--- config.mk ---
export PLATFORM = sky130hd
export DESIGN_NAME = zbb_issue_stage
export DESIGN_NICKNAME = d
export VERILOG_FILES = /design/src/rtl/zbb_issue_stage.sv
export SDC_FILE = /design/constraint.sdc
export NUM_CORES = 1
export LEC_CHECK = 0
export BUFFER_PORTS_ARGS = -buffer_cell sky130_fd_sc_hd__buf_2
export CORE_MARGIN = 10
export CORE_UTILIZATION = 49
export CTS_BUF_LIST = sky130_fd_sc_hd__clkbuf_2 sky130_fd_sc_hd__clkbuf_4 sky130_fd_sc_hd__clkbuf_8
export DETAILED_ROUTE_END_ITERATION = 7
export GPL_TIMING_DRIVEN = 0
export HOLD_SLACK_MARGIN = 0.15
export PLACE_DENSITY = 0.87
export SYNTH_ARGS = -nofsm -noshare
export SYNTH_HDL_FRONTEND = slang
export SYNTH_SLANG_ARGS = --single-unit
--- constraint.sdc ---
create_clock -name clk -period 2.6 [get_ports clk]
set_input_delay 0.39 -clock clk [delete_from_list [all_inputs] [get_ports clk]]
set_output_delay 0.39 -clock clk [all_outputs]
set_load 0.05 [all_outputs]
--- src/rtl/zbb_issue_stage.sv ---
// zbb_issue_stage: two-stage valid/ready pipeline around the combinational ZBB datapath.
// Define ZBB_ISSUE_SKID_EN to add a 1-entry skid buffer in front of S1 (registered InReady).
module zbb_issue_stage #(
   parameter int WIDTH = 32,
   parameter int TAGW  = 5
) (
   input  logic             clk,
   input  logic             reset_n,
   input  logic             Flush,
   input  logic             InValid,
   output logic             InReady,
   input  logic [WIDTH-1:0] InA,
   input  logic [WIDTH-1:0] InB,
   input  logic             InW64,
   input  logic             InBUnsigned,
   input  logic [2:0]       InZBBSelect,
   input  logic [TAGW-1:0]  InTag,
   output logic [WIDTH-1:0] ZA,
   output logic [WIDTH-1:0] ZRevA,
   output logic [WIDTH-1:0] ZB,
   output logic             ZW64,
   output logic             ZLT,
   output logic             ZLTU,
   output logic             ZBUnsigned,
   output logic [2:0]       ZZBBSelect,
   input  logic [WIDTH-1:0] ZBBResult,
   output logic             OutValid,
   input  logic             OutReady,
   output logic [WIDTH-1:0] OutResult,
   output logic [TAGW-1:0]  OutTag,
   output logic [15:0]      OpCount
);
   logic            v1, adv2, ld1;
   logic [TAGW-1:0] tag1;
   logic [WIDTH-1:0] na, nb;
   logic            nw, nu;
   logic [2:0]      ns;
   logic [TAGW-1:0] nt;
   assign adv2 = v1 & (~OutValid | OutReady);
`ifdef ZBB_ISSUE_SKID_EN
   logic            sv, sw, su, free;
   logic [WIDTH-1:0] sa, sb;
   logic [2:0]      ss;
   logic [TAGW-1:0] st;
   assign free    = ~v1 | adv2;
   assign InReady = ~sv;
   assign ld1     = (sv | InValid) & free;
   // a parked op always enters S1 ahead of anything new on the input
   assign {na, nb, nw, nu, ns, nt} = sv ? {sa, sb, sw, su, ss, st}
                                        : {InA, InB, InW64, InBUnsigned, InZBBSelect, InTag};
   always_ff @(posedge clk) begin
      if (!reset_n || Flush) sv <= 1'b0;
      else if (sv) sv <= ~free;
      else if (InValid && !free) begin
         sv <= 1'b1;
         {sa, sb, sw, su, ss, st} <= {InA, InB, InW64, InBUnsigned, InZBBSelect, InTag};
      end
   end
`else
   assign InReady = ~v1 | adv2;
   assign ld1     = InValid & InReady;
   assign {na, nb, nw, nu, ns, nt} = {InA, InB, InW64, InBUnsigned, InZBBSelect, InTag};
`endif
   genvar i;
   for (i = 0; i < WIDTH; i++) begin : g_rev
      assign ZRevA[i] = ZA[WIDTH-1-i];
   end
   assign ZLT  = $signed(ZA) < $signed(ZB);
   assign ZLTU = ZA < ZB;
   always_ff @(posedge clk) begin
      if (!reset_n) begin
         v1         <= 1'b0;
         ZA         <= '0;
         ZB         <= '0;
         ZW64       <= 1'b0;
         ZBUnsigned <= 1'b0;
         ZZBBSelect <= '0;
         tag1       <= '0;
      end else begin
         v1 <= ~Flush & (ld1 | (v1 & ~adv2));
         if (ld1 && !Flush) {ZA, ZB, ZW64, ZBUnsigned, ZZBBSelect, tag1} <= {na, nb, nw, nu, ns, nt};
      end
   end
   always_ff @(posedge clk) begin
      if (!reset_n) begin
         OutValid  <= 1'b0;
         OutResult <= '0;
         OutTag    <= '0;
         OpCount   <= '0;
      end else begin
         OutValid <= ~Flush & (adv2 | (OutValid & ~OutReady));
         if (adv2 && !Flush) {OutResult, OutTag} <= {ZBBResult, tag1};
         OpCount <= OpCount + {15'd0, OutValid & OutReady};
      end
   end
endmodule

# [Word level (Yosys, flattened, before mapping)]
# Index checks and enable logic that the tools add are counted.
[word_totals] register_bits=129 in_bits=111 out_inout_bits=158 word_cells=33
[op_classes] add_sub_neg=1 magnitude_cmp=2 bitwise_logic=16 n_reduce_logical=3
[op_table] cell="$lt 32x32->1" count=2
[op_table] cell="$add 16x1->16" count=1
[op_table] cell="$and 1x1->1" count=7
[op_table] cell="$not 1->1" count=5
[op_table] cell="$or 1x1->1" count=4
[op_table] cell="$logic_and 1x1->1" count=2
[op_table] cell="$logic_not 1->1" count=1

# [Logic depth before layout (Yosys ltp)]
# Gate-level depths: netlist of run 1.
[depth] depth_word=7 depth_mapped=8

# [Least setup slack after synthesis of run 1]
# No wires, ideal clock.
[synth_timing] path_kind="register to output" startpoint="register ZB[25]" endpoint="output ZLT" arrival_ps=3106 slack_ps=-896 stages_incl_launch_ff=8 path_cell_list="dfxtp_1 > inv_1 > ha_1 > a21o_1 > a221o_1 > a211oi_1 > o22ai_1 > a211oi_1"
[synth_via] elab_chain_cells=1
[synth_rtl] item="start: declaration" line="20" rtl="output logic [WIDTH-1:0] ZB,"
[synth_rtl] item="start signal: assignment" line="81" rtl="if (ld1 && !Flush) {ZA, ZB, ZW64, ZBUnsigned, ZZBBSelect, tag1} <= {na, nb, nw, nu, ns, nt};"
[synth_rtl] item="$lt 32x32->1" line="68" rtl="assign ZLT = $signed(ZA) < $signed(ZB);"
[synth_rtl] item="end: declaration" line="22" rtl="output logic ZLT,"
# Every way passes these cells.

# [Worst setup path in the final report of run 1]
[layout_timing] startpoint="register ZB[2]" endpoint="output ZLT"
# Same word-level chain as after synthesis.

==> summary.md, run 1 <==
| Metric | Value |
|---|---|
| Critical path peak fanout | `2` |
| Die Height | `130 um` |
| Yosys reg bits | `129` |
| Pre-antenna DRT Iters | `4` |
| FF-to-FF setup slack | `0.49 ns` |
| R2R cell count | `8` |
| Clk pin slew, worst setup/hold paths | `0.07 ns` |
| Port-buffer cells | `267` |
| CP startpoint kind | `flop` |
| Commonest non-fill, non-tap cell in the layout | `buf_2` |
| Leak Pwr | `3.82 nW` |
| Clock Skew | `0.0107 ns` |
| Min-Delay Path Class | `in2reg` |
| Maximum clock rate | `0.359 GHz` |
| Iteration-0 DRC count of the detailed router | `276` |
| CTS tree | `done` |
| Hold Violations, Final | `0` |
| GR Util All Layers | `22.1%` |
| Setup tns final | `-0.283 ns` |
| Post-synthesis to final-layout area growth | `35.5%` |
| Vias in the first global route | `5675` |
| Critical Path AT | `2.40 ns` |
| YS warnings | `0` |
| Top Ports | `269` |
| Setup crit end kind | `output port` |
| DRC viols | `0` |
| Max Root-Sink Buffers | `2` |
| Post-synth EDFFs | `0` |
| Routed WL per cell | `16.5 um` |
| Worst vdd ir | `368 uV` |
| Min-delay src | `InB[2]` |
| Fin area | `7980 um2` |
| Top FF cell, synth | `dfxtp_1` |
| Hold EP | `ZB[2]$_SDFFE_PN0P_` |
| Reg2reg end | `OpCount[14]$_SDFF_PN0_` |
| Effective utilization at floorplan | `50.7%` |
| Post-detailed-routing wire length | `19100 um` |
| First-pass GRT wire length | `29000 um` |
| Rows | `39` |
| Initial antenna violation count | `3` |
| Final GP Congestion | `0.847` |
| Placed Instance Area | `7440 um2` |
| Worst EP required | `2.21 ns` |
| Worst hold slack | `0.168 ns` |
| Post-DP HPWL | `15100 um` |
| Routed Antenna Nets | `0` |
| Cells after Synth | `713` |
| Actual slew at the worst max-slew pin | `0.718 ns` |
| Most frequent cells in the layout | `buf_2 (274), nand2_1 (232), dfxtp_1 (117)` |
| Cell Area, Synth | `5890 um2` |
| Die Width | `130 um` |
| Worst skew pair latency | `0.45 ns` |
| Syn avg cell area | `8.26 um2` |
| Rel. slew slack | `51.9%` |
| Worst hold path depth | `3` |
| Vias | `5698` |
| Post-route setup slack | `-0.187 ns` |
| Worst setup path category | `reg2out` |
| Outcome | `finished, violations left` |
| Endpoints failing setup | `2` |
| H-tree depth | `4` |
| Post-CTS Hold Buffers | `0` |
| Unrepaired setup endpoints after global routing | `yes` |
| Tmin final | `2.79 ns` |
| Clk root buf | `clkbuf_8` |
| Num Clock Sinks | `129` |
| Syn nets | `857` |
| Fraction of layout cells with a size suffix above 1 | `36.7%` |
| Launch point of the worst path | `ZB[2]$_SDFFE_PN0P_` |
| Max-Cap Viols | `0` |
| Cell Pwr Density | `610 nW/um2` |
| Fin util | `68.7%` |
| Post-DR vias/cell | `4.92` |
| Register area share after synthesis | `43.8%` |
| Core Region | `11600 um2` |
| Async SR Flop Fraction | `0%` |
| Total CTS buffers | `17` |
| Setup WS pre-CTS | `0.0803 ns` |
| Failing checks | `negative setup slack` |
| DIE AREA | `16800 um2` |
| Reg2reg start | `OutValid$_SDFF_PN0_` |
| Final Max Slew Viols | `0` |
| Final period utilization | `107%` |
| Unique masters post-synth | `39` |
| Layout Nets | `1146` |
| Gr ovfl total | `0` |
| Largest net degree at the start of global routing | `17` |
-- what timing repair did --
action	CTS	global route
endpoints found under the setup margin	2	2
cloned	0	0
setup buffers	1	2
resized for setup	8	11
pin swaps	4	7
-- cell usage after synthesis (3+ instances only) --
| cell type | instances | area share [%] |
|---|---|---|
| nand2_1 | 232 | 15 |
| dfxtp_1 | 129 | 44 |
| a21boi_0 | 112 | 14 |
| inv_1 | 34 | 2.2 |
| ha_1 | 33 | 7.0 |
| buf_4 | 32 | 4.1 |
| clkbuf_1 | 20 | 1.3 |
| and2_1 | 14 | 1.5 |
| a21oi_1 | 13 | 1.1 |
| nand3_1 | 12 | 1.0 |
| nor2_1 | 10 | 0.64 |
| buf_2 | 9 | 0.76 |
| buf_1 | 8 | 0.51 |
| xnor2_1 | 7 | 1.0 |
| o21ai_0 | 6 | 0.51 |
| nand4_1 | 4 | 0.42 |
| or3_1 | 4 | 0.42 |
| xor2_1 | 4 | 0.59 |
| nor2b_1 | 3 | 0.32 |
-- cell type report --
class	count	area [um2]
diodes	1	2.50
plain buffers	69	390
clock buffers	26	327
clock inverters	5	100
fillers	946	3630
inverters	34	130
multi-input cells	481	2880
flip-flops and latches	129	2610
well taps	143	179
repair buffers	270	1370
-- kinds of logic after synthesis --
kind of cell,count (synthesis),share of synthesized area (%)
buffers and inverters,103,8.80
xor gates and xnor gates,11,1.64
and+or+nand+nor,293,21.1
DFF,129,43.8
adders and majority gates,33,7.01
AOI/OAI and AO/OA,144,17.6
-- layer usage --
layer / share of wire [%] / global-route usage, % / vias up
met5: 0.14 / 0 / -
met4: 2.0 / 8.07 / 4
met3: 12 / 11.5 / 35
met2: 49 / 38.1 / 225
met1: 37 / 22.4 / 2559
li1: - / - / 2875
-- stage by stage --
step / cells / power, W
global route: 1157 / 0.00506
CTS: 1155 / 0.00488
finish: 1158 / 0.00487
global placement: 1123 / 0.00301
floorplan: 713 / 0.00275
detailed placement: 1123 / 0.00302
-- critical path, stage by stage (launching register included) --
cell and delay, ns:
dfxtp_4 0.36, inv_4 0.03, ha_4 0.20, a211o_1 0.24, a31oi_1 0.16, o221ai_1 0.17
a211o_1 0.36, a211oi_4 0.23, buf_6 0.19
-- state kept, by name (all words and copies together) (netlist names) --
register	cells
ZZBBSelect	3
OpCount	16
ZBUnsigned	1
OutValid	1
OutTag	5
tag1	5
OutResult	32
ZA	32
v1	1
ZB	32
ZW64	1
-- where the power goes --
part | internal (W) | total [W] | switching (W)
sequential | 0.00204 | 0.00210 | 0.0000568
clock | 0.00110 | 0.00186 | 0.000763
combinational | 0.000306 | 0.000913 | 0.000607
total | 0.00344 | 0.00487 | 0.00143
-- worst max path at each step --
stage           to  cells past startpoint  slack (ns)
2_1_floorplan  ZLT                      6       0.003
3_3_place_gp   ZLT                      8        0.08
3_5_place_dp   ZLT                      8        0.08
4_1_cts        ZLT                      8       -0.30
5_1_grt        ZLT                      8       -0.26
6_report       ZLT                      8       -0.19
(Power assumes the default switching activity.)
==> run 2: changes to the inputs <==
==> constraint.sdc (replaced) <==
create_clock -name clk -period 3.12 [get_ports clk]
set_input_delay 0.468 -clock clk [delete_from_list [all_inputs] [get_ports clk]]
set_output_delay 0.468 -clock clk [all_outputs]
set_load 0.05 [all_outputs]
==> summary.md, run 2 (synthesis gave the netlist of run 1 again) <==
| Metric | Value |
|---|---|
| DIE AREA | `16800 um2` |
| Iteration-0 DRC count of the detailed router | `244` |
| Final Max Slew Viols | `0` |
| Post-DR vias/cell | `4.85` |
| Num Clock Sinks | `129` |
| Outcome | `finished clean` |
| GR Util All Layers | `21.2%` |
| Setup WS pre-CTS | `0.476 ns` |
| Min-Delay Path Class | `in2reg` |
| Worst setup path category | `reg2out` |
| Max Root-Sink Buffers | `2` |
| Vias | `5611` |
| Largest net degree at the start of global routing | `17` |
| Fin area | `7900 um2` |
| Cell Pwr Density | `527 nW/um2` |
| Worst skew pair latency | `0.44 ns` |
| Most used cell, CP | `a211o_1` |
| Clock share of power | `40.4%` |
| Rel. slew slack | `58.3%` |
| Total CTS buffers | `17` |
| Setup crit end kind | `output port` |
| Final period utilization | `95.6%` |
| Worst EP required | `2.65 ns` |
| Critical path peak fanout | `4` |
| Post-CTS setup repair buffer count | `0` |
| Hold Violations, Final | `0` |
| CP startpoint kind | `flop` |
| H-tree depth | `4` |
| Layout Nets | `1143` |
| Biggest regs | `OutResult: 32 flops, ZA: 32 flops, ZB: 32 flops` |
| Comb power frac | `17.6%` |
| First-pass GRT wire length | `28100 um` |
| Gr ovfl total | `0` |
| Final GP Congestion | `0.839` |
| Vias in the first global route | `5515` |
| Rows | `39` |
| Core Region | `11600 um2` |
| Setup tns final | `0 ns` |
| Placed Instance Area | `7410 um2` |
| Post-CTS Hold Buffers | `0` |
| Leak Pwr | `3.79 nW` |
| Post-synthesis to final-layout area growth | `34.1%` |
| CP max-delay cell | `dfxtp_1` |
| Switching share of power | `29.5%` |
| Int Power | `0.00293 W` |
| Pre-antenna DRT Iters | `4` |
| Unrepaired setup endpoints after global routing | `no` |
| Routed WL per cell | `16.2 um` |
| Sequential share of power | `42.0%` |
| Die Width | `130 um` |
| Clock Skew | `0.00597 ns` |
| Maximum clock rate | `0.335 GHz` |
| Worst vdd ir | `326 uV` |
| Actual slew at the worst max-slew pin | `0.625 ns` |
| Endpoints failing setup | `0` |
| Post-route setup slack | `0.137 ns` |
| Top Ports | `269` |
| Net switching power of the design | `0.00123 W` |
| Routed Antenna Nets | `0` |
| Critical Path AT | `2.51 ns` |
| Die Height | `130 um` |
| Max-Cap Viols | `0` |
| Effective utilization at floorplan | `50.7%` |
| Commonest non-fill, non-tap cell in the layout | `buf_2` |
| Clk root buf | `clkbuf_8` |
| Tmin final | `2.98 ns` |
| Most frequent cells in the layout | `buf_2 (274), nand2_1 (232), dfxtp_1 (129)` |
| Fraction of layout cells with a size suffix above 1 | `34.4%` |
| CTS tree | `done` |
| Post-DP HPWL | `14700 um` |
| Clk pin slew, worst setup/hold paths | `0.08 ns` |
| Port-buffer cells | `267` |
| Initial antenna violation count | `3` |
| Post-detailed-routing wire length | `18800 um` |
| Crit-path cells | `ha_1 > a211o_1 > a31oi_1 > o221ai_1 > a211o_1 > a211oi_2 > buf_4` |
| DRC viols | `0` |
| CP max stage delay | `0.42 ns` |
-- run 2: cell count changes in the layout (fill, tap and decap cells not counted), sizes merged --
cell      previous run  this run
buf                319       316
bufinv               3         5
clkbuf              46        39
clkinv               2         5
clkinvlp             0         3
-- run 2: worst paths after layout --
path	from	endpoint	slack, ns	cells past startpoint
max	ZA[2]$_SDFFE_PN0P_	ZLT	0.14	7
min reg2reg	OutResult[10]$_SDFFE_PN0P_	OutResult[10]$_SDFFE_PN0P_	0.46	2
min	ZBBResult[23]	OutResult[23]$_SDFFE_PN0P_	0.26	3
max reg2reg	OutValid$_SDFF_PN0_	OpCount[14]$_SDFF_PN0_	1.03	8
-- run 2: worst max-delay path: cells and delay by family, from the launching register on --
family | cells | cell delay (ns)
compound gates | 5 | 1.15
fa+ha+maj | 1 | 0.27
buf+inv | 1 | 0.24
flops | 1 | 0.42
-- run 2: per-layer routing --
layer  vias to the layer above  part of all wire (%)  GRT usage [%]
met3                        19                    11           10.0
met2                       191                    50           36.6
met4                         4                  0.88           7.47
met5                         -                  0.13              0
li1                       2874                     -              -
met1                      2523                    38           22.2
-- run 2: final cells by class --
class	instances	area, um2
Antenna cell	1	2.50
Buffer	69	390
Clock buffer	19	262
Clock inverter	13	209
Fill cell	974	3720
Inverter	34	128
Multi-Input combinational cell	481	2800
Sequential cell	129	2580
Tap cell	143	179
Timing Repair Buffer	267	1340
-- run 2: timing repair --
item | CTS | global route
pin swaps | 0 | 0
endpoints found under the setup margin | 2 | 2
resized for setup | 2 | 1
-- run 2: power groups by stage --
stage	Clock [W]	Combinational [W]	Sequential, W
global route	0.00177	0.000790	0.00175
finish	0.00168	0.000733	0.00175
CTS	0.00171	0.000737	0.00174
global placement	0	0.000718	0.00178
detailed placement	0	0.000729	0.00178
floorplan	0	0.000336	0.00195
-- run 2: stage by stage --
stage / hold slack, ns / util, % / instances / power, W
floorplan: 0.441 / - / 713 / 0.00228
global placement: 0.447 / 63.8 / 1123 / 0.00250
detailed placement: 0.453 / 63.8 / 1123 / 0.00251
CTS: 0.235 / 67.9 / 1155 / 0.00419
global route: 0.250 / 68.0 / 1155 / 0.00431
finish: 0.264 / 68.0 / 1156 / 0.00416
